===== config.mk =====
export PLATFORM = sky130hd
export DESIGN_NAME = ir_cmd_queue
export DESIGN_NICKNAME = d
export VERILOG_FILES = /design/src/rtl/ir_cmd_queue.sv
export SDC_FILE = /design/constraint.sdc
export NUM_CORES = 1
export LEC_CHECK = 0
export ABC_AREA = 1
export BUFFER_PORTS_ARGS = -buffer_cell sky130_fd_sc_hd__buf_2
export CAP_MARGIN = 40
export CORE_UTILIZATION = 60
export DETAILED_ROUTE_END_ITERATION = 8
export MAX_ROUTING_LAYER = met4
export PLACE_DENSITY = 0.87
export SYNTH_ARGS = -nofsm -noshare
export SYNTH_HDL_FRONTEND = slang
export SYNTH_SLANG_ARGS = --single-unit

===== constraint.sdc =====
create_clock -name clk -period 7.1 [get_ports clk]
set_input_delay 0 -clock clk [delete_from_list [all_inputs] [get_ports clk]]
set_output_delay 0 -clock clk [all_outputs]
set_load 0.01 [all_outputs]

===== src/rtl/ir_cmd_queue.sv =====
// IR command front-end: NEC frame validation, address filtering, key lookup,
// held-key repeat suppression and a valid/ready output queue of state indices.
module ir_cmd_queue #(
    parameter int                    NUM_CMDS    = 8,
    parameter int                    STATE_W     = 3,
    parameter logic [NUM_CMDS*8-1:0] CMD_CODES   = 64'h07_09_15_16_0C_18_46_45,
    parameter bit                    CHECK_ADDR  = 1'b1,
    parameter logic [7:0]            DEV_ADDR    = 8'h00,
    parameter int                    HOLDOFF_CYC = 5_000_000,
    parameter int                    FIFO_DEPTH  = 4
) (
    input  logic                          clk,
    input  logic                          rst_n,
    input  logic [31:0]                   ir_data,
    input  logic                          data_ready,
    input  logic                          out_ready,
    output logic                          out_valid,
    output logic [STATE_W-1:0]            out_state,
    output logic [STATE_W-1:0]            state_control,
    output logic                          cmd_hit,
    output logic                          frame_err,
    output logic                          overflow,
    output logic [7:0]                    err_cnt,
    output logic [$clog2(FIFO_DEPTH):0]   fifo_level
);

    localparam int PTR_W = $clog2(FIFO_DEPTH);
    localparam int LVL_W = PTR_W + 1;
    localparam int TMR_W = $clog2(HOLDOFF_CYC + 1);
    localparam logic [TMR_W-1:0] TMR_LOAD = TMR_W'(HOLDOFF_CYC - 1);
    localparam logic [LVL_W-1:0] LVL_FULL = LVL_W'(FIFO_DEPTH);

    function automatic logic [7:0] sat_add(input logic [7:0] a, input logic [1:0] b);
        logic [8:0] s;
        s = {1'b0, a} + {7'b0, b};
        return s[8] ? 8'hFF : s[7:0];
    endfunction

    // Stage 0: rising-edge detect on data_ready and frame capture
    logic        r_dr_prev;
    logic        r_armed;
    logic        r_vld_p0;
    logic [31:0] r_frame_p0;
    logic        w_edge;

    // A level already high when reset releases is not a frame; wait for a low first.
    assign w_edge = data_ready & ~r_dr_prev & r_armed;

    always_ff @(posedge clk or negedge rst_n) begin
        if (!rst_n) begin
            r_dr_prev <= 1'b0;
            r_armed   <= 1'b0;
            r_vld_p0  <= 1'b0;
        end else begin
            r_dr_prev <= data_ready;
            r_armed   <= r_armed | ~data_ready;
            r_vld_p0  <= w_edge;
        end
    end

    always_ff @(posedge clk) begin
        if (w_edge) begin
            r_frame_p0 <= ir_data;
        end
    end

    // Stage 1: classify, look up and apply repeat suppression
    logic [7:0]         w_addr;
    logic [7:0]         w_addr_inv;
    logic [7:0]         w_cmd;
    logic [7:0]         w_cmd_inv;
    logic               w_inv_ok;
    logic               w_addr_ok;
    logic               w_key_hit;
    logic [STATE_W-1:0] w_key_idx;
    logic               w_frame_ok;
    logic               w_valid;
    logic               w_bad;
    logic               w_tmr_exp;
    logic               w_repeat;
    logic               w_accept;

    logic [TMR_W-1:0]   r_timer;
    logic               r_last_vld;
    logic [7:0]         r_last_code;
    logic               r_vld_p1;
    logic [STATE_W-1:0] r_idx_p1;

    assign w_addr     = r_frame_p0[7:0];
    assign w_addr_inv = r_frame_p0[15:8];
    assign w_cmd      = r_frame_p0[23:16];
    assign w_cmd_inv  = r_frame_p0[31:24];

    assign w_inv_ok  = (w_cmd == ~w_cmd_inv);
    assign w_addr_ok = !CHECK_ADDR || ((w_addr == DEV_ADDR) && (w_addr_inv == ~w_addr));

    // Descending scan so the lowest matching index wins.
    always_comb begin
        w_key_hit = 1'b0;
        w_key_idx = '0;
        for (int i = NUM_CMDS - 1; i >= 0; i--) begin
            if (CMD_CODES[8*i +: 8] == w_cmd) begin
                w_key_hit = 1'b1;
                w_key_idx = STATE_W'(i);
            end
        end
    end

    assign w_frame_ok = w_inv_ok & w_addr_ok & w_key_hit;
    assign w_valid    = r_vld_p0 & w_frame_ok;
    assign w_bad      = r_vld_p0 & ~w_frame_ok;
    assign w_tmr_exp  = (r_timer == '0);
    assign w_repeat   = r_last_vld && (r_last_code == w_cmd) && !w_tmr_exp;
    assign w_accept   = w_valid & ~w_repeat;

    always_ff @(posedge clk or negedge rst_n) begin
        if (!rst_n) begin
            r_timer     <= '0;
            r_last_vld  <= 1'b0;
            r_last_code <= 8'h00;
            r_vld_p1    <= 1'b0;
            frame_err   <= 1'b0;
        end else begin
            r_vld_p1  <= w_accept;
            frame_err <= w_bad;
            // Every valid frame, suppressed or not, restarts the hold-off window.
            if (w_valid) begin
                r_timer <= TMR_LOAD;
            end else if (!w_tmr_exp) begin
                r_timer <= r_timer - 1'b1;
            end
            if (w_accept) begin
                r_last_vld  <= 1'b1;
                r_last_code <= w_cmd;
            end
        end
    end

    always_ff @(posedge clk) begin
        if (w_accept) begin
            r_idx_p1 <= w_key_idx;
        end
    end

    // Stage 2: queue write, status pulses and error counter
    logic [STATE_W-1:0] r_mem [FIFO_DEPTH];
    logic [PTR_W-1:0]   r_wr_ptr;
    logic [PTR_W-1:0]   r_rd_ptr;
    logic               w_pop;
    logic               w_full;
    logic               w_push;
    logic               w_ovf;
    logic [LVL_W-1:0]   w_lvl_after_pop;
    logic [PTR_W-1:0]   w_rd_next;

    assign w_pop  = out_valid & out_ready;
    assign w_full = (fifo_level == LVL_FULL);
    // A pop in the same cycle frees the slot, so a full queue still takes the push.
    assign w_push = r_vld_p1 & (~w_full | w_pop);
    assign w_ovf  = r_vld_p1 & w_full & ~w_pop;

    assign w_lvl_after_pop = fifo_level - LVL_W'(w_pop);
    assign w_rd_next       = r_rd_ptr + PTR_W'(w_pop);

    always_ff @(posedge clk or negedge rst_n) begin
        if (!rst_n) begin
            cmd_hit       <= 1'b0;
            overflow      <= 1'b0;
            state_control <= '0;
            err_cnt       <= 8'h00;
            r_wr_ptr      <= '0;
            r_rd_ptr      <= '0;
            fifo_level    <= '0;
        end else begin
            cmd_hit  <= w_push;
            overflow <= w_ovf;
            if (r_vld_p1) begin
                state_control <= r_idx_p1;
            end
            err_cnt    <= sat_add(err_cnt, {1'b0, w_bad} + {1'b0, w_ovf});
            r_wr_ptr   <= r_wr_ptr + PTR_W'(w_push);
            r_rd_ptr   <= w_rd_next;
            fifo_level <= fifo_level + LVL_W'(w_push) - LVL_W'(w_pop);
        end
    end

    always_ff @(posedge clk) begin
        if (w_push) begin
            r_mem[r_wr_ptr] <= r_idx_p1;
        end
    end

    // Output register: head after this cycle's pop; a same-cycle push shows one cycle later.
    always_ff @(posedge clk or negedge rst_n) begin
        if (!rst_n) begin
            out_valid <= 1'b0;
            out_state <= '0;
        end else begin
            out_valid <= (w_lvl_after_pop != '0);
            if (w_lvl_after_pop != '0) begin
                out_state <= r_mem[w_rd_next];
            end
        end
    end

endmodule

==> flow_metrics.env <==
export IMPL_syn_inst=613
export IMPL_grt_use_met1_pct=27.7
export IMPL_fin_crit_sh_pct=42.7
export IMPL_tightestPinTransition_ns=0.751
export IMPL_synthTopCellsByArea="dfrtp_1, edfxtp_1, nand2_1"
export IMPL_drive_gt1_share_pct=17.9
export IMPL_synth_warnings=0
export IMPL_path_max_fanout=8
export IMPL_wl_per_cell_um=13.0
export IMPL_start_util_pct=62.4
export IMPL_drt_wl_total_um=10700
export IMPL_yosysSeqAreaShare_pct=53.7
export IMPL_yosysUniqueCellTypes=35
export IMPL_critPathKind="flop to flop"
export IMPL_syn_area_per_cell_um2=8.92
export IMPL_viasPerCell=5.10
export IMPL_dr_pass1_iters=4
export IMPL_ys_flop_type="dfrtp_1"
export IMPL_drtAntennaViolNets=0
export IMPL_fp_row_count=34
export IMPL_finClkSkew_ns=0.0113
export IMPL_grt_pass1_vias=4234
export IMPL_crit_path_start_kind="flop"
export IMPL_clockBufferDepth=2
export IMPL_hp_class="primary input to flop"
export IMPL_dpl_instance_area_mm2=0.00580
export IMPL_synthesis_area_mm2=0.00547
export IMPL_cts_buffers=9
export IMPL_finalSetupViolCount=0
export IMPL_fp_dieW_um=97.5
export IMPL_grt_use_met3_pct=5.04
export IMPL_yosysMostFrequentCell="nand2_1"
export IMPL_fin_setup_tns_ns=0
export IMPL_drcViolationCount=0
export IMPL_outcome="completed"
export IMPL_slew_headroom_pct=50.0
export IMPL_crit_arrival_ns=3.33
export IMPL_power_density_mw_per_mm2=218
export IMPL_required_ns=7.40
export IMPL_dieArea_mm2=0.00950
export IMPL_io_buffers=56
export IMPL_vdd_ir_drop_worst_mv=0.131
export IMPL_drv_cap=0
export IMPL_end_kind="flop"
export IMPL_synth_nets=658
export IMPL_gp_congestion=0.922
export IMPL_die_h_um=97.5
export IMPL_clk_insertion_delay_late_ns=0.38
export IMPL_cts_tree="built"
export IMPL_yosysTopAreaCell="dfrtp_1"
export IMPL_vias=4178
export IMPL_synth_top_area_share_pct=27.9
export IMPL_antenna_cells=0
export IMPL_antenna_found_initial=0
export IMPL_global_route_usage_met2_pct=43.2
export IMPL_cts_sinks=108
export IMPL_drt_iter0_markers=171
export IMPL_top_usage_layer="met2"
export IMPL_nNetsFinal=751
export IMPL_synth_common_cells="nand2_1, inv_1, nor2_1, dfrtp_1, edfxtp_1"
export IMPL_htreeDepth=3
export IMPL_grt_ovfl_total=0
export IMPL_p_leak_nw=3.29
export IMPL_hpwl_um=7070
export IMPL_period_minus_slack_ns=3.03
export IMPL_grt_start_max_net_pins=62
export IMPL_grt_pass1_wl_um=18300
export IMPL_async_reset_ff_share_pct=56.5
export IMPL_final_hold_viol_count=0
export IMPL_synth_edf_count=47
export IMPL_rsz0062_at_grt="false"
export IMPL_root_buffer="clkbuf_8"
export IMPL_area_growth_pct=16.1
export IMPL_ys_ff_latch=108
export IMPL_p_total_mw=1.38
export IMPL_boundaryPins=57
export IMPL_drv_slew=0
export IMPL_fmax_ghz=0.330
export IMPL_stdcell_area_mm2=0.00635
export IMPL_grtUsageTotal_pct=24.7
export IMPL_coreArea_mm2=0.00876
export IMPL_clkTransAtPathRegs_ns=0.10
==> cells in the final DEF, fill, tap and decap left out, drive strengths merged <==
cell / n
nand2: 176
inv: 95
nor2: 80
dfrtp: 61
buf: 58
edfxtp: 47
nand3: 44
dlygate4sd3: 34
nand4: 18
xor2: 15
o21ai: 14
xnor2: 12
clkbuf: 12
nor3: 10
or2: 8
ha: 7
a21oi: 5
nand3b: 5
clkinv: 3
fa: 2
nor4: 1
o21bai: 1
o41ai: 1
nor3b: 1
bufinv: 1
==> worst max-delay path: stages, from the launching register on <==
cell and delay, ns:
edfxtp_1 0.55, nand2_4 0.17, nor2_4 0.06, o21ai_1 0.16
nand2_2 0.09, nor2_4 0.13, nor2_4 0.08, nor2_1 0.12
inv_1 0.07, fa_1 0.38, inv_1 0.10, ha_1 0.18
nand2_1 0.09, nor4_1 0.37, nand2_1 0.26, o21ai_0 0.15
==> sequential cells by signal (all words and copies together) (netlist names), 2 cells and up <==
name and cells:
r_last_code 8, r_wr_ptr 2, r_idx_p1 3, err_cnt 8, fifo_level 3, out_state 3, r_mem 12, r_timer 23
r_rd_ptr 2, r_frame_p0 32, state_control 3
==> repair_timing <==
| action | CTS | global route |
|---|---|---|
| hold endpoints to repair | 95 | 0 |
| hold buffers | 34 | 0 |
| buffers inserted | 0 | 0 |
| resized for setup | 0 | 0 |
==> where the power goes <==
part	switching, mW	total [mW]	internal [mW]
Clock	0.204	0.388	0.184
Combinational	0.144	0.253	0.108
Sequential	0.0404	0.743	0.703
==> area by class of cell <==
type	count	area, µm²
Sequential cell	108	2940
Fill cell	637	2410
Multi-Input combinational cell	400	2080
Timing Repair Buffer	92	636
Inverter	95	359
Clock buffer	12	156
Tap cell	108	135
Clock inverter	4	48.8
==> final timing paths <==
kind	start	endpoint	slack (ns)	cells past startpoint
max	r_frame_p0[18]	err_cnt[6]	4.07	15
min reg2reg	r_armed	r_armed	0.47	2
max reg2reg	r_frame_p0[18]	err_cnt[6]	4.07	15
min	out_ready	r_rd_ptr[0]	0.15	4
min in group asynchronous	rst_n	out_state[2]	0.32	3
max in group asynchronous	rst_n	r_last_code[6]	6.30	3
==> per-layer routing <==
| layer | part of all wire, % | up-vias | routed length (µm) |
|---|---|---|---|
| met2 | 52 | 132 | 5600 |
| met4 | 2.3 | 0 | 240 |
| met5 | 0 | - | 0 |
| met3 | 5.6 | 24 | 597 |
| met1 | 40 | 1909 | 4230 |
| li1 | - | 2113 | - |
==> logic make-up after synthesis <==
group	after synthesis	share of synthesized area, %
xor+xnor	27	4.33
compound gates	21	2.17
flops	108	53.7
simple gates	343	29.1
buf+inv	105	8.33
fa+ha+maj	9	2.33
==> metrics by stage <==
step	hold WS, ns	instances	worst slack [ns]	util [%]
after detailed placement	0.152	769	4.09	66.2
after floorplan	-0.296	613	4.49	-
after global routing	0.219	819	3.74	72.5
after global placement	0.145	769	4.24	66.2
after CTS	0.146	819	4.06	72.5
final	0.153	819	4.07	72.5
No activity file was read; power rests on OpenSTA's default activity.
